==> src/rtl/uart_tx_scheduler.sv <==
// Round-robin arbiter feeding a single 8N1 UART transmitter.
// Each accepted request latches one byte and sends start, 8 data bits LSB first, stop.
module uart_tx_scheduler #(
   parameter int NUM_REQ      = 4,
   parameter int CLKS_PER_BIT = 16
) (
   input  logic                       clk,
   input  logic                       rst,
   input  logic [NUM_REQ-1:0]         req,
   input  logic [8*NUM_REQ-1:0]       data,
   output logic [NUM_REQ-1:0]         gnt,
   output logic [$clog2(NUM_REQ)-1:0] cur_id,
   output logic                       busy,
   output logic                       tx_done,
   output logic                       utxd
);

   localparam int IDW = $clog2(NUM_REQ);
   localparam int BW  = $clog2(CLKS_PER_BIT);
   localparam logic [BW-1:0] BAUD_LAST = BW'(CLKS_PER_BIT - 1);

   typedef enum logic [1:0] {IDLE, START, DATA, STOP} state_t;

   state_t               state_q, state_d;
   logic [BW-1:0]        baud_q, baud_d;
   logic [2:0]           bit_q, bit_d;
   logic [7:0]           shift_q, shift_d;
   logic [IDW-1:0]       cur_id_q, cur_id_d;
   logic [IDW-1:0]       last_q, last_d;
   logic [NUM_REQ-1:0]   gnt_q, gnt_d;
   logic                 done_q, done_d;
   logic                 utxd_q, utxd_d;

   logic [7:0]           req_byte [NUM_REQ];
   logic                 found;
   logic [IDW-1:0]       winner;
   int                   idx;

   generate
      for (genvar gi = 0; gi < NUM_REQ; gi++) begin : g_bytes
         assign req_byte[gi] = data[8*gi +: 8];
      end
   endgenerate

   // Round-robin search starting just after the most recent grant.
   always_comb begin
      found  = 1'b0;
      winner = '0;
      idx    = 0;
      for (int k = 1; k <= NUM_REQ; k++) begin
         idx = (int'(last_q) + k) % NUM_REQ;
         if (!found && req[IDW'(idx)]) begin
            found  = 1'b1;
            winner = IDW'(idx);
         end
      end
   end

   always_comb begin
      state_d  = state_q;
      baud_d   = baud_q;
      bit_d    = bit_q;
      shift_d  = shift_q;
      cur_id_d = cur_id_q;
      last_d   = last_q;
      utxd_d   = utxd_q;
      gnt_d    = '0;
      case (state_q)
         IDLE: begin
            utxd_d = 1'b1;
            baud_d = '0;
            bit_d  = '0;
            if (found) begin
               state_d        = START;
               shift_d        = req_byte[winner];
               cur_id_d       = winner;
               last_d         = winner;
               gnt_d[winner]  = 1'b1;
               utxd_d         = 1'b0;
            end
         end
         START: begin
            if (baud_q == BAUD_LAST) begin
               baud_d  = '0;
               state_d = DATA;
               utxd_d  = shift_q[0];
            end else begin
               baud_d = baud_q + BW'(1);
            end
         end
         DATA: begin
            if (baud_q == BAUD_LAST) begin
               baud_d = '0;
               if (bit_q == 3'd7) begin
                  bit_d   = '0;
                  state_d = STOP;
                  utxd_d  = 1'b1;
               end else begin
                  // Shift so the next bit to send is always at position 1.
                  bit_d   = bit_q + 3'd1;
                  shift_d = {1'b0, shift_q[7:1]};
                  utxd_d  = shift_q[1];
               end
            end else begin
               baud_d = baud_q + BW'(1);
            end
         end
         STOP: begin
            utxd_d = 1'b1;
            if (baud_q == BAUD_LAST) begin
               baud_d  = '0;
               state_d = IDLE;
            end else begin
               baud_d = baud_q + BW'(1);
            end
         end
         default: state_d = IDLE;
      endcase
      done_d = (state_d == STOP) && (baud_d == BAUD_LAST);
   end

   always_ff @(posedge clk) begin
      if (rst) begin
         state_q  <= IDLE;
         baud_q   <= '0;
         bit_q    <= '0;
         shift_q  <= '0;
         cur_id_q <= '0;
         last_q   <= IDW'(NUM_REQ - 1);
         gnt_q    <= '0;
         done_q   <= 1'b0;
         utxd_q   <= 1'b1;
      end else begin
         state_q  <= state_d;
         baud_q   <= baud_d;
         bit_q    <= bit_d;
         shift_q  <= shift_d;
         cur_id_q <= cur_id_d;
         last_q   <= last_d;
         gnt_q    <= gnt_d;
         done_q   <= done_d;
         utxd_q   <= utxd_d;
      end
   end

   assign gnt     = gnt_q;
   assign cur_id  = cur_id_q;
   assign busy    = (state_q != IDLE);
   assign tx_done = done_q;
   assign utxd    = utxd_q;

endmodule

==> config.mk <==
export PLATFORM = sky130hd
export DESIGN_NAME = uart_tx_scheduler
export DESIGN_NICKNAME = d
export VERILOG_FILES = /design/src/rtl/uart_tx_scheduler.sv
export SDC_FILE = /design/constraint.sdc
export NUM_CORES = 1
export LEC_CHECK = 0
export ABC_AREA = 1
export BUFFER_PORTS_ARGS = -buffer_cell sky130_fd_sc_hd__buf_2
export CORE_MARGIN = 5
export CORE_UTILIZATION = 58
export CTS_BUF_LIST = sky130_fd_sc_hd__clkbuf_2
export CTS_CLUSTER_SIZE = 8
export DETAILED_ROUTE_END_ITERATION = 6
export PLACE_DENSITY = 0.87
export SETUP_SLACK_MARGIN = 0.4
export SYNTH_ARGS = -nofsm -noshare
export SYNTH_HDL_FRONTEND = slang
export SYNTH_SLANG_ARGS = --single-unit
==> constraint.sdc <==
create_clock -name clk -period 3.78 [get_ports clk]
set_input_delay 0.567 -clock clk [delete_from_list [all_inputs] [get_ports clk]]
set_output_delay 0.567 -clock clk [all_outputs]
set_load 0.05 [all_outputs]
==> summary.md <==
| Metric | Value |
|---|---|
| Share of layout cells above drive strength 1 | `about a quarter` |
| Largest net degree at the start of global routing | `20` |
| Wirelength per Cell | `11.3 um` |
| Combinational power share | `slightly below 70%` |
| Vias in the first global route | `1582` |
| Die Ht | `64.6 um` |
| Final period util | `roughly 60%` |
| Row cnt | `19` |
| Simple-Gate Fraction of Synth Area | `46.1%` |
| Slew Limit Headroom | `between 50% and 60%` |
| Syn Inst Count | `268` |
| Congestion Overflow GR | `0` |
| Final setup vio count | `0` |
| Die span in x | `64.6 um` |
| Hold buffers post-CTS | `0` |
| Switching power | `~0.94 mW` |
| Final hold vios | `0` |
| Initial Util | `slightly above 60%` |
| Initial antenna violation count | `0` |
| Largest family of logic cells by synthesized area | `simple AND/OR/NAND/NOR gates` |
| GRT Util Overall | `19.0%` |
| Synth Area in Compound Gates | `11.3%` |
| Global routing's busiest layer | `met2` |
| Switching part of the total | `56.1%` |
| Adder-cell share of the synthesized area | `2.17%` |
| Mapped cell area | `1730 um^2` |
| Clk Latency, worst-skew pair | `350 ps` |
| Hold depth | `2` |
| Final setup margin | `1460 ps` |
| Main synth FF type | `dfxtp_1` |
| Commonest cells in the netlist | `99 x nand2_1, 27 x dfxtp_1, 26 x nor2_1` |
| First-pass GRT wire length | `6590 um` |
| Most numerous cell in the Yosys netlist | `nand2_1` |
| Reg2Reg Launch Point | `last_q[0]$_SDFFE_PP1P_` |
| M1 GR Usage | `24.0%` |
| Post-DP HPWL | `3030 um` |
| Area delta synth->final | `12.9%` |
| Ys Warns | `0` |
| Setup TNS | `0 ps` |
| Crit path DAT | `2570 ps` |
| Drt via density | `5.17` |
| Avg Cell Area, Syn | `6.46 um^2` |
| Slew Limit Fails | `0` |
| CTS clk-pin slew, worst paths | `230 ps` |
| Critical Path Fanout Max | `11` |
| Root Buffer | `clkbuf_2` |
| RSZ-0062 raised after global routing | `no` |
| Vias | `1752` |
| Initial DRT Pass Iterations | `4` |
| Routability cong. | `0.829` |
| Number of clock sinks | `27` |
| Crit path required time | `4030 ps` |
| Dpl cell area | `about 1900 um^2` |
| PwrDens | `860 nW/um^2` |
| Run status | `complete, no violations` |
| Final ANT Viol Nets | `0` |
| Seq/Total Area, Yosys | `31.2%` |
| Reg2Reg Capture Point | `shift_q[6]$_SDFFE_PP0P_` |
| Pre-CTS WS | `1430 ps` |
| Die area | `between 4000 and 5000 um^2` |
| Final WL | `3840 um` |
| Met2 GRT Util | `33.5%` |
| Number of synthesized flops with an enable pin | `0` |
| Global-route track usage on met3 | `3.63%` |
| Post-CTS resize count | `0` |
| TritonCTS buffer count | `3` |
| Fillers | `roughly 270` |
| TritonCTS clock tree | `done` |
| Final #Nets | `350` |
| Setup slack, reg-to-reg | `~1500 ps` |
| Design area | `1950 um^2` |
| I/O pin cnt | `47` |
| # port buffers | `46` |
| Min-delay src | `cur_id[1]$_SDFFE_PP0P_` |
| Min Tclk post-route | `2320 ps` |
| Initial drt markers | `~140` |
| Peak supply drop | `0.530 mV` |
| WHS Endpoint | `cur_id[1]$_SDFFE_PP0P_` |
| Setup crit start kind | `flip-flop` |
| Synth async-reset ratio | `0%` |
| Sequential Power Share | `between 20% and 30%` |
| Max clock buf depth | `2` |
| Multiplexer area fraction after synthesis | `0%` |
| Worst hold path class | `reg -> reg` |
| Antenna diodes | `0` |
| FF+latch count, synth | `27` |
| XOR/XNOR share of the synthesized area | `less than 1%` |
| Post-synth cell types | `31` |
| DR DRC count | `0` |
| H-Tree Depth | `1` |
| Synth area leaders | `dfxtp_1 31%, nand2_1 21%, nand3_1 7.2%` |
| Reg2reg path depth | `12` |
| CORE AREA | `2810 um^2` |
| Maximum clock rate | `between 400 and 500 MHz` |
| Post-CTS setup repair buffer count | `0` |
| Leak pwr | `1.03 nW` |
| Clk_skew | `8.70 ps` |
| Internal power | `between 0.7 and 0.8 mW` |
| Crit Path Class | `reg -> reg` |
| Synth Net Count | `309` |
| Worst-margin pin slew | `636 ps` |
| Yosys top cell by area | `dfxtp_1` |
| Clock Power Share | `under 10%` |
| Max_cap viols | `0` |
| Yosys top cell area share | `a little under a third` |
| Worst setup EP type | `flip-flop` |
## registers in the layout, indices dropped and copies added, names as in the netlist
register  cells
bit_q         3
shift_q       8
gnt           4
tx_done       1
baud_q        4
cur_id        2
last_q        2
state_q       2
utxd          1
## worst max path at each step
stage / end / slack, ps / startpoint
global placement: shift_q[0]$_SDFFE_PP0P_ / 1490 / req[1]
finish: shift_q[6]$_SDFFE_PP0P_ / 1460 / last_q[0]$_SDFFE_PP1P_
CTS: shift_q[6]$_SDFFE_PP0P_ / 1480 / last_q[0]$_SDFFE_PP1P_
detailed placement: shift_q[5]$_SDFFE_PP0P_ / 1430 / req[0]
global route: shift_q[0]$_SDFFE_PP0P_ / 1240 / last_q[0]$_SDFFE_PP1P_
floorplan: shift_q[1]$_SDFFE_PP0P_ / 1970 / req[2]
## layout make-up
cell class / instances / area (um^2) / share of cell area [%]
well taps: 31 / 38.8 / 1.98
clock buffers: 4 / 20.0 / 1.02
flip-flops and latches: 27 / 541 / 27.7
multi-input cells: 210 / 1040 / 53.3
inverters: 21 / 83.8 / 4.29
repair buffers: 46 / 230 / 11.8
## metal layers
layer,part of all wire [%],vias to the layer above
li1,-,940
met1,46,763
met2,48,47
met3,5.6,2
met4,0.49,0
met5,0,-
## critical path: stages (launching register included)
cell     delay [ps]
dfxtp_1         570
inv_4           100
nand2_1          80
and2_1          190
o21ai_0          90
nand2_1          70
o21ai_1          60
nor2_1          510
inv_2           210
nand2_1         110
nand3_1          80
nand2_1         110
a21oi_2          50
## per-stage QoR
step                total power, mW  hold WS (ps)  std cells  util [%]
floorplan                      1.44           443        268         -
global placement               1.56           454        335      69.0
detailed placement             1.58           455        335      69.0
CTS                            1.68           481        339      69.7
global route                   1.85           504        339      69.7
finish                         1.68           480        339      69.7
## power groups by stage
stage / Sequential (mW) / Combinational (mW) / Clock [mW]
floorplan: 0.491 / 0.948 / 0
global placement: 0.411 / 1.15 / 0
detailed placement: 0.412 / 1.16 / 0
CTS: 0.407 / 1.17 / 0.111
global route: 0.417 / 1.31 / 0.129
finish: 0.408 / 1.16 / 0.110
## logic make-up after synthesis
group | Yosys count
AOI/OAI and AO/OA | 28
xor gates and xnor gates | 1
adders and majority gates | 3
buffers and inverters | 31
DFF | 27
and+or+nand+nor | 178
## layout by cell type, fill, tap and decap left out, types with 4 or more instances in the layout
master    netlist  final
a21oi_2         7      7
clkbuf_2        0      4
a21oi_1         9      9
buf_2           2     46
nand3_1        25     25
inv_1          14     14
dfxtp_1        27     27
inv_2           5      5
nor2_1         26     26
nand2_1        99     99
nor3_1         10     10
nand2_2        10     10
Note: power is estimated with default switching activity, not from simulation.
